File: src/rtl/sdram_ch3_wrbuf.sv
// rtl/sdram_ch3_wrbuf.sv - posted-write FIFO and read sequencer for SDRAM channel 3
//
// Purpose: clients post 32-bit writes into a circular FIFO that drains one
// transaction at a time onto the ch3 request/ready handshake. A single read
// is held pending until every previously accepted write has drained, which
// gives read-after-write ordering without any address compare.
//
// Ports:
//   clk, reset           system clock, synchronous active-high reset
//   wr_req/addr/data/be  write post; ignored while wr_full
//   wr_full, wr_empty    FIFO full; FIFO empty with no write in flight
//   rd_req/addr          single read request; ignored while rd_busy
//   rd_busy              read pending or in flight
//   rd_data, rd_valid    read result and its one-cycle strobe
//   ram_addr/din/be/rnw  transaction fields toward ch3
//   ram_req              one-cycle pulse, controller acts on its rising edge
//   ram_ready, ram_dout  completion (edge-detected) and read data from ch3

module sdram_ch3_wrbuf #(
    parameter int DEPTH_LOG2 = 3
) (
    input  logic        clk,
    input  logic        reset,
    input  logic        wr_req,
    input  logic [26:0] wr_addr,
    input  logic [31:0] wr_data,
    input  logic [3:0]  wr_be,
    output logic        wr_full,
    output logic        wr_empty,
    input  logic        rd_req,
    input  logic [26:0] rd_addr,
    output logic        rd_busy,
    output logic [31:0] rd_data,
    output logic        rd_valid,
    output logic [26:0] ram_addr,
    output logic [31:0] ram_din,
    output logic [3:0]  ram_be,
    output logic        ram_rnw,
    output logic        ram_req,
    input  logic        ram_ready,
    input  logic [31:0] ram_dout
);

    localparam int DEPTH = 2 ** DEPTH_LOG2;
    localparam logic [DEPTH_LOG2:0] FULL_COUNT = {1'b1, {DEPTH_LOG2{1'b0}}};

    localparam logic [1:0] ST_IDLE  = 2'd0;
    localparam logic [1:0] ST_WWAIT = 2'd1;
    localparam logic [1:0] ST_RWAIT = 2'd2;

    logic [26:0]           fifo_addr [DEPTH];
    logic [31:0]           fifo_data [DEPTH];
    logic [3:0]            fifo_be   [DEPTH];
    logic [DEPTH_LOG2-1:0] wr_ptr;
    logic [DEPTH_LOG2-1:0] rd_ptr;
    logic [DEPTH_LOG2:0]   count;

    logic [1:0]            state;
    logic                  rd_pend;
    logic [26:0]           rd_addr_q;
    logic                  ram_ready_d;

    logic                  push;
    logic                  pop;
    logic                  issue_rd;
    logic                  ready_edge;

    // Full is taken from the registered count only, so a pop in the same
    // cycle never makes room for a push at full.
    assign wr_full    = (count == FULL_COUNT);
    assign push       = wr_req & ~wr_full;
    assign pop        = (state == ST_IDLE) && (count != '0);
    // A push in this cycle must drain before the read, so it blocks issue.
    assign issue_rd   = (state == ST_IDLE) && (count == '0) && rd_pend && !push;
    // Ready may be held for two cycles; only its rising edge completes.
    assign ready_edge = ram_ready & ~ram_ready_d;

    assign rd_busy  = rd_pend | (state == ST_RWAIT);
    assign wr_empty = (count == '0) && (state != ST_WWAIT);

    always_ff @(posedge clk) begin
        if (push) begin
            fifo_addr[wr_ptr] <= wr_addr;
            fifo_data[wr_ptr] <= wr_data;
            fifo_be[wr_ptr]   <= wr_be;
        end
    end

    always_ff @(posedge clk) begin
        if (reset) begin
            state       <= ST_IDLE;
            wr_ptr      <= '0;
            rd_ptr      <= '0;
            count       <= '0;
            rd_pend     <= 1'b0;
            rd_addr_q   <= '0;
            ram_ready_d <= 1'b0;
            ram_addr    <= '0;
            ram_din     <= '0;
            ram_be      <= '0;
            ram_rnw     <= 1'b0;
            ram_req     <= 1'b0;
            rd_data     <= '0;
            rd_valid    <= 1'b0;
        end else begin
            ram_ready_d <= ram_ready;
            rd_valid    <= 1'b0;
            // Every issue is a single-cycle pulse; the wait states that
            // follow keep it low so the next issue shows a clean edge.
            ram_req     <= 1'b0;

            if (push) begin
                wr_ptr <= wr_ptr + DEPTH_LOG2'(1);
            end
            if (pop) begin
                rd_ptr <= rd_ptr + DEPTH_LOG2'(1);
            end
            case ({push, pop})
                2'b10:   count <= count + (DEPTH_LOG2 + 1)'(1);
                2'b01:   count <= count - (DEPTH_LOG2 + 1)'(1);
                default: count <= count;
            endcase

            if (rd_req && !rd_busy) begin
                rd_pend   <= 1'b1;
                rd_addr_q <= rd_addr;
            end

            case (state)
                ST_IDLE: begin
                    if (pop) begin
                        ram_addr <= fifo_addr[rd_ptr];
                        ram_din  <= fifo_data[rd_ptr];
                        ram_be   <= fifo_be[rd_ptr];
                        ram_rnw  <= 1'b0;
                        ram_req  <= 1'b1;
                        state    <= ST_WWAIT;
                    end else if (issue_rd) begin
                        ram_addr <= rd_addr_q;
                        ram_be   <= 4'hF;
                        ram_rnw  <= 1'b1;
                        ram_req  <= 1'b1;
                        state    <= ST_RWAIT;
                    end
                end
                ST_WWAIT: begin
                    if (ready_edge) begin
                        state <= ST_IDLE;
                    end
                end
                ST_RWAIT: begin
                    if (ready_edge) begin
                        rd_data  <= ram_dout;
                        rd_valid <= 1'b1;
                        rd_pend  <= 1'b0;
                        state    <= ST_IDLE;
                    end
                end
                default: state <= ST_IDLE;
            endcase
        end
    end

endmodule
File: config.mk
export PLATFORM = sky130hd
export DESIGN_NAME = sdram_ch3_wrbuf
export DESIGN_NICKNAME = d
export VERILOG_FILES = /design/src/rtl/sdram_ch3_wrbuf.sv
export SDC_FILE = /design/constraint.sdc
export NUM_CORES = 1
export LEC_CHECK = 0
export BUFFER_PORTS_ARGS = -buffer_cell sky130_fd_sc_hd__buf_2
export CORE_ASPECT_RATIO = 1.75
export CORE_UTILIZATION = 45
export DETAILED_ROUTE_END_ITERATION = 10
export MAX_ROUTING_LAYER = met4
export PLACE_DENSITY_LB_ADDON = 0.25
export REMOVE_ABC_BUFFERS = 1
export SYNTH_ARGS = -nofsm -noshare
export SYNTH_HDL_FRONTEND = slang
export SYNTH_SLANG_ARGS = --single-unit
File: constraint.sdc
create_clock -name clk -period 22.4 [get_ports clk]
set_clock_uncertainty 0.15 [all_clocks]
set_input_delay 4.48 -clock clk [delete_from_list [all_inputs] [get_ports clk]]
set_output_delay 4.48 -clock clk [all_outputs]
set_load 0.005 [all_outputs]
# [Word-level counts from Yosys, hierarchy flattened]
# Memories as Yosys holds them, arrays and structs flattened. A register that Yosys moved wholly into a read port is not among the register bits.
# Index checks and enable logic that the tools add are counted.
[totals] reg_bits=107 ram_bits=504 mem_count=3
[op_classes] n_reduce_logical=20 eq_ne=8 n_addsub=4 bitwise=7 muxes=23
[memory_table] name="fifo_data" depth=8 word_bits=32 rd=1 rd_ports_with_merged_regs=1 wr=1 line="52" source="logic [31:0] fifo_data [DEPTH];"
[memory_table] name="fifo_addr" depth=8 word_bits=27 rd=1 rd_ports_with_merged_regs=1 wr=1 line="51" source="logic [26:0] fifo_addr [DEPTH];"
[memory_table] name="fifo_be" depth=8 word_bits=4 rd=1 rd_ports_with_merged_regs=1 wr=1 line="53" source="logic [3:0] fifo_be [DEPTH];"
[ops] operator="$mux 27" count=2
[ops] operator="$mux 3" count=4
[ops] operator="$mux 1" count=10
[ops] operator="$mux 4" count=2
[ops] operator="$pmux 4 s2" count=1
[ops] operator="$reduce_and 2->1" count=4
[ops] operator="$add 3x1->3 const B" count=2
[ops] operator="$logic_and 1x1->1" count=6
[ops] operator="$mux 2" count=3
[ops] operator="$reduce_or 2->1" count=3
[ops] operator="$add 4x1->4 const B" count=1
[ops] operator="$eq 2x1->1 const B" count=2
[ops] operator="$eq 2x2->1 const B" count=2
[ops] operator="$eq 4x4->1 const B" count=1
[ops] operator="$logic_not 4->1" count=1
[ops] operator="$ne 2x1->1 const B" count=2
[ops] operator="$not 1->1" count=4
[ops] operator="$pmux 2 s2" count=1
[ops] operator="$reduce_bool 2->1" count=2
[ops] operator="$reduce_bool 4->1" count=1
[ops] operator="$sub 4x1->4 const B" count=1
[ops] operator="$ne 3x3->1 const B" count=1
[ops] operator="$and 1x1->1" count=2
[ops] operator="$logic_not 1->1" count=2
[ops] operator="2 further kinds" count=2

# [Depth between registers and ports, before layout]
[depth] word_depth=8 ltp_mapped=13 ltp_nobuf=11

# [Worst setup path before layout]
# OpenSTA, ideal clock, no wires.
[synth_timing] kind="in2reg" start="input wr_req" end="memory fifo_addr[0][0] (enable)" stages=2 required_ns=21.611 arrival_time_ns=10.579 slack_ns=11.032 path_buffers=0 cell_sequence="nand2_2 -> nor4_1"
[synth_between] elab_chain_cells=3
[synth_lines] item="start, declared" line="24" source="input logic wr_req,"
[synth_lines] item="$and 1x1->1" line="71" source="assign push = wr_req & ~wr_full;"
[synth_lines] item="$mux 1" line="82" source="if (push) begin"
[synth_lines] item="$mux 1 (not written as such)" line="83" source="fifo_addr[wr_ptr] <= wr_addr;"
[synth_lines] item="end, declared" line="51"
# No other way between the ends.

# [Worst setup path after layout]
[layout_timing] start="register count[1]" end="output wr_full"
[layout_between] elab_chain_cells=1
[layout_lines] item="start, declared" line="56" source="logic [DEPTH_LOG2:0] count;"
[layout_lines] item="start signal, assigned" line="119" source="2'b10: count <= count + (DEPTH_LOG2 + 1)'(1);"
[layout_lines] item="start signal, assigned" line="120" source="2'b01: count <= count - (DEPTH_LOG2 + 1)'(1);"
[layout_lines] item="start signal, assigned" line="121" source="default: count <= count;"
[layout_lines] item="$eq 4x4->1" line="70" source="assign wr_full = (count == FULL_COUNT);"
[layout_lines] item="end, declared" line="28" source="output logic wr_full,"
# No other way between the ends.

==> metrics list <==
- Total power for the finished layout comes to 3.067 mW.
* Worst VDD drop: 0.06224 mV
- At the end of the flow, the number of nets in the layout was 1614.
* Setup Buffers After CTS: 0
* Floorplan die area: 53660 um2
- GR Layer Usage met2: 36.17%
* P&R area growth vs syn: 15.89%
- LEAKAGE: 9.405 nW
- In this run switching power makes up 26.84% of total power.
- Site row count: 111
* Busiest grt layer: met2
* Count of state elements after synthesis: 646
- Post-Place Setup Slack: 15330 ps
- Kind of critical path: reg2out
- Horizontal die dimension: 175.5 um
- Number of hold buffers added after cts: 0
- Antenna violations before repair: 8
* Core area: 52220 um2
- The tool flagged a number of max-cap violations equal to 0.
- Number of clock buffers inserted by TritonCTS: 55
- The synthesized netlist occupies a cell area of 23720 um2.
- Setup violations remaining at the end of the flow were counted as 0.
- First-pass iteration count of the detailed router: 4
- Once detailed placement completed, the half-perimeter wirelength came to 30690 um.
* All-Layer GR Usage: 19.87%
- Met1 global-route usage: 22.00%
- Port Buf Inserts: 227
- In this run the remaining antenna-violating nets after routing total 0.
- Pint: 2.244 mW
- Period utilization: 29.20%
- Count of buffer and inverter cells on the critical path: 2
- Final Hold Fails: 0
- The floorplan step set the die height to 305.7 um.
* Outcome: complete, no violations
- The post-route netlist has 32.92% of its cells at a drive strength greater than 1.
- In this run the power density over the cells is 111.6 nW/um2.
* Kind of path behind the tightest hold check: reg2reg
- Data on the critical path arrives at its endpoint at 1910 ps.
- Sequential cell area fraction in the yosys report: 75.80%
* Post-synth top flop: edfxtp_1
- Dividing the detail-routed via count by the number of cells gives 5.537.
* Wire length of the first global-routing pass: 77170 um
- CTS saw 646 sinks.
* Clk Tree Root Cell: clkbuf_16
- STA classifies the critical path startpoint as a flop.
* Sequential Power Share: 48.5%
* CTS tree: yes
- Counting flops with a built-in enable in the synthesized netlist gives 504.
* Setup WS post-layout: 15860 ps
- Summing over every cut layer, the via total after detailed routing is 12220.
* Post-layout minimum cycle time: 6541 ps
* Final-report max-slew violation count: 0
- STA classifies the critical path endpoint as a primary output.
- Total wirelength of the detailed-routed design: 50820 um
- Of all flip-flops after synthesis, the portion carrying an async set or reset was 0%.
* Starting DRC count in detailed routing: 761
- A synthesized cell averages 19.02 um2.
- Derived from the worst setup path, the maximum achievable clock frequency is 152.9 MHz.
- Number of library cell types mapped by synthesis: 53
- After detailed placement, the total cell area comes to 25570 um2.
* Worst slew pin tran: 1300 ps
- In this run the tightest slew margin relative to its limit is 13.15%.
* Finished Cell Area: 27480 um2
- Cells after synthesis: 1247
- The via count of the first global-routing pass came to 12830.
- Average wire per standard cell: 23.03 um
- For this run the aggregate overflow at the end of global routing stands at 0.
- Switching power total: 0.8233 mW
- Setup repair after global routing missed its margin: no
* Count of unresolved DRC violations after routing: 0
- At the end of routability-driven placement, the weighted congestion stood at 0.7122.
- Clock insertion delay at the later pin of the skew report: 610 ps
- Entering global routing, the biggest net connects 75 pins.
- The signal on the critical path passes through or4b_1 > inv_1 > buf_2.
- Number of warnings issued by yosys: 0
- Gates resized during post-CTS repair numbered 0.
- Maximum cell stage delay along the critical path: 690 ps
* H-tree Lvls: 2
* Worst EP required: 17770 ps
- After clock tree synthesis, the clock-pin slew on the worst setup and hold paths is 70 ps.
- CP max stage cell: or4b_1
- Clock network fraction of total power: 32.5%
- After routing, the total negative slack on setup checks comes to 0 ps.
- For this run, global-route usage on met3 was measured as 3.271%.
* Clock buffer depth: 3
* Logic pwr share: 19.0%
- Along the worst path, the maximum fanout reaches 10.
- Worst path top cell family by delay: simple AND/OR/NAND/NOR gates
- Once the floorplan was initialized, standard cells occupied 45.41% of the core.
- In this run the count of I/O pins placed on the die edge is 228.
state kept, by name, summed over array words and instances, names as in the netlist, 2 cells and up, named ones only:
name,count
count,4
fifo_addr,216
fifo_be,32
fifo_data,256
ram_addr,27
ram_be,4
ram_din,32
rd_addr_q,27
rd_data,32
rd_ptr,3
state,2
wr_ptr,3
power groups by stage:
| stage | registers, mW | clock network (mW) | logic [mW] |
|---|---|---|---|
| floorplan | 1.52 | 0 | 0.385 |
| global placement | 1.51 | 0 | 0.586 |
| detailed placement | 1.52 | 0 | 0.594 |
| CTS | 1.49 | 1.02 | 0.595 |
| global route | 1.50 | 1.06 | 0.638 |
| finish | 1.49 | 0.998 | 0.581 |
synth_stat cells, types with 7 or more instances:
master      n  area share, %
a21oi_1    42           0.89
a211o_1    10           0.37
mux4_2    126             12
o22ai_1    33           0.87
a221o_1    17           0.72
a22o_1     42            1.6
nor2_1     62           0.98
clkbuf_1   34           0.54
nand2_1    72            1.1
dfxtp_1   142             12
a22o_2      7           0.30
edfxtp_1  504             64
ha_1        8           0.42
buf_2      17           0.36
buf_4      11           0.35
nor3_1     34           0.72
buf_6       7           0.33
mux2i_1    15           0.63
kinds of logic (layout without fill, tap and decap cells):
family	count (synthesis)	after routing	synth area share (%)
DFF	646	646	75.80
and+or+nand+nor	195	195	3.793
AOI/OAI and AO/OA	168	168	5.297
muxes	142	142	12.65
buffers and inverters	81	359	1.778
adders and majority gates	8	8	0.4221
xor gates and xnor gates	7	7	0.2585
other	0	4	0
worst register-to-register path, cell delays in order, from the launching register on:
cell,delay [ps]
dfxtp_1,410
o41ai_4,770
inv_4,520
ha_1,450
xor2_1,170
ha_1,190
a21oi_1,140
xor2_1,90
or3_1,310
a21oi_1,130
layout make-up:
class                      count  area [um2]
sequential                   646       17990
tap                          678       848.3
timing repair buffer         249        1308
inverter                       7       28.78
multi-input combinational    520        5393
clock inverter                30       357.8
clock buffer                  73        1545
antenna                        4       10.01
fill                        4210       24740
layer usage:
layer  vias up  part of all wire (%)
met1      6307                    38
met4         0                   2.7
met3        87                   5.1
li1       5491                     -
met5         -                     0
met2       335                    54
worst paths after layout:
| check | from | to | slack [ps] | cells after the start |
|---|---|---|---|---|
| worst max register to register | count[0] | count[2] | 18990 | 9 |
| worst min register to register | ram_addr[8] | ram_addr[8] | 300 | 2 |
| worst max-delay path | count[1] | wr_full | 15860 | 3 |
| worst min-delay path | ram_addr[8] | ram_addr[8] | 300 | 2 |
cells in the final DEF (no fill, tap or decap), types with 7 or more instances in the layout:
cell type | synthesis | layout
o22ai_1 | 33 | 33
mux2i_1 | 15 | 15
dfxtp_1 | 142 | 138
a21oi_1 | 42 | 42
clkinv_2 | 0 | 13
mux4_2 | 126 | 126
nor3_2 | 3 | 7
edfxtp_1 | 504 | 504
nand2_1 | 72 | 72
clkbuf_1 | 34 | 9
nor2_1 | 62 | 59
bufinv_16 | 0 | 7
a211o_1 | 10 | 10
a221o_1 | 17 | 17
clkbuf_16 | 0 | 56
a22o_1 | 42 | 42
buf_4 | 11 | 22
nor3_1 | 34 | 30
clkbuf_8 | 0 | 8
ha_1 | 8 | 8
a22o_2 | 7 | 7
buf_2 | 17 | 226
metrics by stage:
stage / hold slack (ps) / utilization [%] / std cells
3_3_place_gp: 295.7 / 48.93 / 2099
6_report: 303.1 / 52.63 / 2207
2_1_floorplan: 279.9 / - / 1173
5_1_grt: 326.8 / 52.63 / 2207
3_5_place_dp: 298.6 / 48.96 / 2100
4_1_cts: 307.8 / 52.61 / 2203
Power figures use the tool's default switching activity.
